[src/rtl/change_pkg.sv]
// Shared types and constants for the change dispenser: FSM states and change codes.
package change_pkg;

  typedef enum logic [2:0] {IDLE, FIRE, WAIT, GAP, JAM} state_t;

  localparam logic [1:0] CHG_NONE = 2'b00;
  localparam logic [1:0] CHG_5    = 2'b01;
  localparam logic [1:0] CHG_10   = 2'b10;

  localparam int COIN_VALUE = 5;

  function automatic int max3(input int a, input int b, input int c);
    int m;
    m = (a > b) ? a : b;
    return (m > c) ? m : c;
  endfunction

  // Number of 5 rs coins a change code asks for; 11 is treated as no request.
  function automatic logic [1:0] coins_of(input logic [1:0] code);
    case (code)
      CHG_NONE: coins_of = 2'd0;
      CHG_5:    coins_of = 2'd1;
      CHG_10:   coins_of = 2'd2;
      default:  coins_of = 2'd0;
    endcase
  endfunction

endpackage

[src/rtl/change_timer.sv]
// Loadable down-counter shared by the FIRE, WAIT and GAP states.
// A load of N-1 makes expired assert on the Nth cycle after the load.
module change_timer #(
  parameter int W = 6
) (
  input  logic         clk,
  input  logic         rst,
  input  logic         load,
  input  logic [W-1:0] value,
  output logic         expired
);

  logic [W-1:0] count;

  always_ff @(posedge clk) begin
    if (rst) begin
      count <= '0;
    end else if (load) begin
      count <= value;
    end else if (count != '0) begin
      count <= count - W'(1);
    end
  end

  assign expired = (count == '0);

endmodule

[src/rtl/change_dispenser.sv]
// Change payout controller: accumulates owed 5 rs coins and pays them via hopper solenoid.
// Optional macro CHANGE_DISPENSER_SPURIOUS_CNT_EN adds a counter of ignored sensor edges.
//
// state | meaning
// IDLE  | nothing in flight; fires when owed != 0
// FIRE  | solenoid driven for FIRE_CYCLES
// WAIT  | solenoid off, waiting up to TIMEOUT for a drop
// GAP   | settle after a paid coin
// JAM   | retries exhausted; waits for fault_clr
module change_dispenser
  import change_pkg::*;
#(
  parameter int COIN_W      = 4,
  parameter int FIRE_CYCLES = 4,
  parameter int TIMEOUT     = 64,
  parameter int MAX_RETRY   = 2,
  parameter int GAP_CYCLES  = 2
) (
  input  logic              clk,
  input  logic              rst,
  input  logic [1:0]        change,
  input  logic              coin_sense,
  input  logic              fault_clr,
  output logic              hopper_fire,
  output logic              paid,
  output logic [COIN_W-1:0] owed,
  output logic              busy,
  output logic              jam,
  output logic              overflow
`ifdef CHANGE_DISPENSER_SPURIOUS_CNT_EN
  ,
  output logic [7:0]        spurious_cnt
`endif
);

  localparam int TMAX = max3(FIRE_CYCLES, TIMEOUT, GAP_CYCLES);
  localparam int TW   = (TMAX > 1) ? $clog2(TMAX) : 1;
  localparam int RW   = (MAX_RETRY > 0) ? $clog2(MAX_RETRY + 1) : 1;

  localparam logic [TW-1:0] FIRE_LOAD    = TW'(FIRE_CYCLES - 1);
  localparam logic [TW-1:0] TIMEOUT_LOAD = TW'(TIMEOUT - 1);
  localparam logic [TW-1:0] GAP_LOAD     = TW'(GAP_CYCLES - 1);
  localparam logic [COIN_W+1:0] OWED_MAX = {2'b00, {COIN_W{1'b1}}};

  state_t          state;
  logic            sense_q;
  logic            sense_edge;
  logic            accept;
  logic [RW-1:0]   retry;
  logic            t_load;
  logic [TW-1:0]   t_val;
  logic            t_expired;
  logic [COIN_W+1:0] owed_sum;
  logic            owed_sat;

  assign sense_edge = coin_sense & ~sense_q;
  assign accept     = sense_edge && ((state == FIRE) || (state == WAIT));
  assign busy       = (state != IDLE) || (owed != '0);

  // Request and accepted drop in the same cycle both apply; only the total saturates.
  assign owed_sum = {2'b00, owed} + (COIN_W+2)'(coins_of(change)) - (COIN_W+2)'(accept);
  assign owed_sat = (owed_sum > OWED_MAX);

  always_comb begin
    t_load = 1'b0;
    t_val  = '0;
    case (state)
      IDLE: begin
        if (owed != '0) begin
          t_load = 1'b1;
          t_val  = FIRE_LOAD;
        end
      end
      FIRE, WAIT: begin
        if (accept) begin
          t_load = 1'b1;
          t_val  = GAP_LOAD;
        end else if (t_expired) begin
          t_load = 1'b1;
          t_val  = (state == FIRE) ? TIMEOUT_LOAD : FIRE_LOAD;
        end
      end
      default: ;
    endcase
  end

  change_timer #(.W(TW)) u_timer (
    .clk     (clk),
    .rst     (rst),
    .load    (t_load),
    .value   (t_val),
    .expired (t_expired)
  );

  always_ff @(posedge clk) begin
    if (rst) begin
      state       <= IDLE;
      owed        <= '0;
      overflow    <= 1'b0;
      hopper_fire <= 1'b0;
      paid        <= 1'b0;
      jam         <= 1'b0;
      retry       <= '0;
      sense_q     <= 1'b1;
    end else begin
      sense_q <= coin_sense;
      paid    <= 1'b0;
      owed    <= owed_sat ? OWED_MAX[COIN_W-1:0] : owed_sum[COIN_W-1:0];
      if (owed_sat) overflow <= 1'b1;

      case (state)
        IDLE: begin
          if (owed != '0) begin
            state       <= FIRE;
            hopper_fire <= 1'b1;
          end
        end
        FIRE, WAIT: begin
          if (accept) begin
            paid        <= 1'b1;
            retry       <= '0;
            hopper_fire <= 1'b0;
            state       <= GAP;
          end else if (t_expired) begin
            if (state == FIRE) begin
              hopper_fire <= 1'b0;
              state       <= WAIT;
            end else if (retry == RW'(MAX_RETRY)) begin
              jam   <= 1'b1;
              state <= JAM;
            end else begin
              retry       <= retry + RW'(1);
              hopper_fire <= 1'b1;
              state       <= FIRE;
            end
          end
        end
        GAP: begin
          if (t_expired) state <= IDLE;
        end
        JAM: begin
          if (fault_clr) begin
            jam   <= 1'b0;
            retry <= '0;
            state <= IDLE;
          end
        end
        default: state <= IDLE;
      endcase
    end
  end

`ifdef CHANGE_DISPENSER_SPURIOUS_CNT_EN
  always_ff @(posedge clk) begin
    if (rst) begin
      spurious_cnt <= '0;
    end else if (sense_edge && !((state == FIRE) || (state == WAIT)) && (spurious_cnt != 8'hFF)) begin
      spurious_cnt <= spurious_cnt + 8'd1;
    end
  end
`endif

endmodule

[config.mk]
export PLATFORM = sky130hd
export DESIGN_NAME = change_dispenser
export DESIGN_NICKNAME = d
export VERILOG_FILES = /design/src/rtl/change_pkg.sv /design/src/rtl/change_timer.sv /design/src/rtl/change_dispenser.sv
export SDC_FILE = /design/constraint.sdc
export NUM_CORES = 1
export LEC_CHECK = 0
export BUFFER_PORTS_ARGS = -buffer_cell sky130_fd_sc_hd__buf_4
export CORE_ASPECT_RATIO = 0.6
export CORE_UTILIZATION = 30
export CTS_CLUSTER_DIAMETER = 120
export DETAILED_ROUTE_END_ITERATION = 8
export GPL_ROUTABILITY_DRIVEN = 0
export PLACE_DENSITY = 0.52
export SYNTH_ARGS = -nofsm -noshare
export SYNTH_HDL_FRONTEND = slang
export SYNTH_SLANG_ARGS = --single-unit
[constraint.sdc]
create_clock -name clk -period 3.6 [get_ports clk]
set_input_delay 0.18 -clock clk [delete_from_list [all_inputs] [get_ports clk]]
set_output_delay 0.18 -clock clk [all_outputs]
set_load 0.02 [all_outputs]
==> results.json <==
{
  "status": "finished clean",
  "fin_setup_tns_ns": 0,
  "relSlewSlack": 0.539,
  "synth-seq-area-share": 0.315,
  "min_path_cells": 2,
  "rsz0062_at_grt": "false",
  "critical_path_arrival_ns": 3.18,
  "synth_seq_cells": 20,
  "placed_area_um2": 1410,
  "start_kind": "flop",
  "finalSetupViolations": 0,
  "worstHoldStart": "coin_sense",
  "crit_type": "reg -> reg",
  "powerDensity_nw_per_um2": 968,
  "dieWidth_um": 86.0,
  "post_cts_buffers": 0,
  "antennaDiodeCount": 0,
  "track_usage": 0.139,
  "yosys_most_used_dff": "dfxtp_1",
  "layout-drive-gt1-share": 0.160,
  "synth_top_area_cell": "dfxtp_1",
  "hold_buffers": 0,
  "cp_max_fo": 13,
  "wire_per_inst_um": 12.7,
  "numCtsBuffers": 3,
  "grt_pass1_wl_um": 4770,
  "grt_pass1_vias": 1001,
  "rows": 17,
  "synth_nets": 161,
  "final_cell_mix": "20 x dfxtp_1, 14 x inv_1, 14 x nor2_1, 14 x buf_4, 11 x a21oi_1",
  "htreeDepth": 1,
  "drv_slew": 0,
  "yosysWarnings": 0,
  "synth.distinct_cells": 47,
  "min_period_ns": 3.04,
  "finalInstanceArea_um2": 1490,
  "r2r_end": "owed[1]",
  "hpwl_um": 2080,
  "nets": 174,
  "whs_endpoint": "sense_q",
  "clock_latency_ns": 0.27,
  "vias_per_cell": 5.03,
  "finalHoldViolCount": 0,
  "syn_area_per_cell_um2": 8.82,
  "fin_skew_ns": 0.00922,
  "vias": 1071,
  "clock_path_buffers": 2,
  "wl_met2_um": 1010,
  "p_leak_nw": 0.622,
  "fmax_mhz": 328,
  "rrSetupSlack_ns": 0.56,
  "synth.top_cell.area_share": 0.315,
  "cts_sinks": 20,
  "finalCritPeriodShare": 0.846,
  "clock-root-buffer": "clkbuf_8",
  "grt_max_degree": 23,
  "hold_class": "in -> reg",
  "cts.clk_slew.worst_paths_ns": 0.08,
  "start_util": 0.330,
  "drt-initial-drc-count": 61,
  "reg2reg_from": "state[1]",
  "cts_tree": "done",
  "cp-end-kind": "flop",
  "chipHeight_um": 52.4,
  "top_layer": "met4",
  "ant_nets": 0,
  "synthToLayoutAreaGrowth_pct": 16.9,
  "yosys-top-cells-area": "dfxtp_1 32%, ha_1 9.9%, a21oi_1 4.3%",
  "io_pins": 15,
  "cp.required_ns": 3.74,
  "die_area_um2": 4510,
  "post_cts_resized": 0,
  "layout_commonest_cell": "dfxtp_1",
  "firstDrtPassIters": 4,
  "r2r_cells": 11,
  "coreArea_um2": 3850,
  "synth_cells": 144,
  "antenna_found_initial": 0,
  "postSynth.asyncResetShare": 0,
  "port_buffers": 14,
  "drc": 0,
  "wl_um": 2710,
  "synth_edf_count": 0,
  "synthesis.area_um2": 1270,
  "met1_length_um": 1570,
  "dr_wl_met3_um": 120,
  "worst_pin_slew_ns": 0.681,
  "irDropWorstVdd_v": 0.000209,
  "grt_overflow_total": 0,
  "cap_violations": 0
}
## final cells by class
type | count | area [µm²]
Fill cell | 391 | 2360
Timing Repair Buffer | 14 | 105
Multi-Input combinational cell | 104 | 785
Clock inverter | 1 | 30.0
Clock buffer | 3 | 41.3
Inverter | 14 | 52.6
Sequential cell | 20 | 400
Tap cell | 57 | 71.3
## flip-flops by register name (all words and copies together) (netlist names)
signal	flops
u_timer.count	6
owed	4
state	3
retry	2
hopper_fire	1
jam	1
overflow	1
paid	1
sense_q	1
## where the power goes
part,switching [mW],leakage (nW),internal [mW]
Sequential,0.0887,0.165,0.304
Combinational,0.463,0.421,0.354
Clock,0.0796,0.0357,0.149
## Yosys cell counts, types with 2 or more instances
library cell,count
nor2_1,14
xor2_1,2
nor2b_1,3
a2111oi_0,3
nor3_1,2
o21a_1,2
or4_1,2
o2111ai_1,2
o21ai_0,4
or2_2,2
clkbuf_1,2
dfxtp_1,20
buf_2,2
nand2b_1,4
a21o_1,2
inv_1,14
nand2_1,5
o41ai_1,3
xnor2_1,5
a21oi_1,11
mux2_1,2
nand3_1,2
mux2i_1,2
ha_1,10
a211oi_1,2
## worst max-delay path: stages, from the launching register on
cell	delay (ns)
dfxtp_1	0.58
xnor2_1	0.20
or3_1	0.44
inv_1	0.12
ha_1	0.14
inv_1	0.04
ha_1	0.20
fa_1	0.47
a21oi_1	0.15
o21bai_1	0.09
xnor2_1	0.36
a21oi_1	0.13
## how the worst max path moves through the flow
| stage | from | endpoint | slack, ns |
|---|---|---|---|
| 2_1_floorplan | sense_q | overflow | 1.13 |
| 3_3_place_gp | state[1] | owed[3] | 0.73 |
| 3_5_place_dp | state[1] | owed[3] | 0.62 |
| 4_1_cts | state[1] | owed[1] | 0.59 |
| 5_1_grt | state[1] | owed[1] | 0.39 |
| 6_report | state[1] | owed[1] | 0.56 |
## kinds of logic after synthesis
kind of cell | count (synthesis) | share of synthesized area
AND/OR/NAND/NOR | 42 | 0.177
AO/OA/AOI/OAI | 40 | 0.244
buffers and inverters | 20 | 0.0670
flip-flops | 20 | 0.315
adder cells (fa/ha/maj) | 11 | 0.114
XOR/XNOR | 7 | 0.0483
multiplexers | 4 | 0.0335
## stage by stage
step	setup WS [ns]	util	hold WS [ns]	std cells	power [mW]
finish	0.556	0.386	0.117	213	1.44
global route	0.386	0.386	0.120	213	1.57
CTS	0.588	0.386	0.117	213	1.44
detailed placement	0.615	0.367	0.398	209	1.20
global placement	0.733	0.367	0.384	209	1.21
floorplan	1.13	-	0.287	144	1.03
## layer usage
layer,GRT usage,vias up
li1,-,552
met1,0.205,496
met2,0.188,21
met3,0.0457,2
met4,0.0417,0
met5,0,-
No activity file was read; power rests on OpenSTA's default activity.
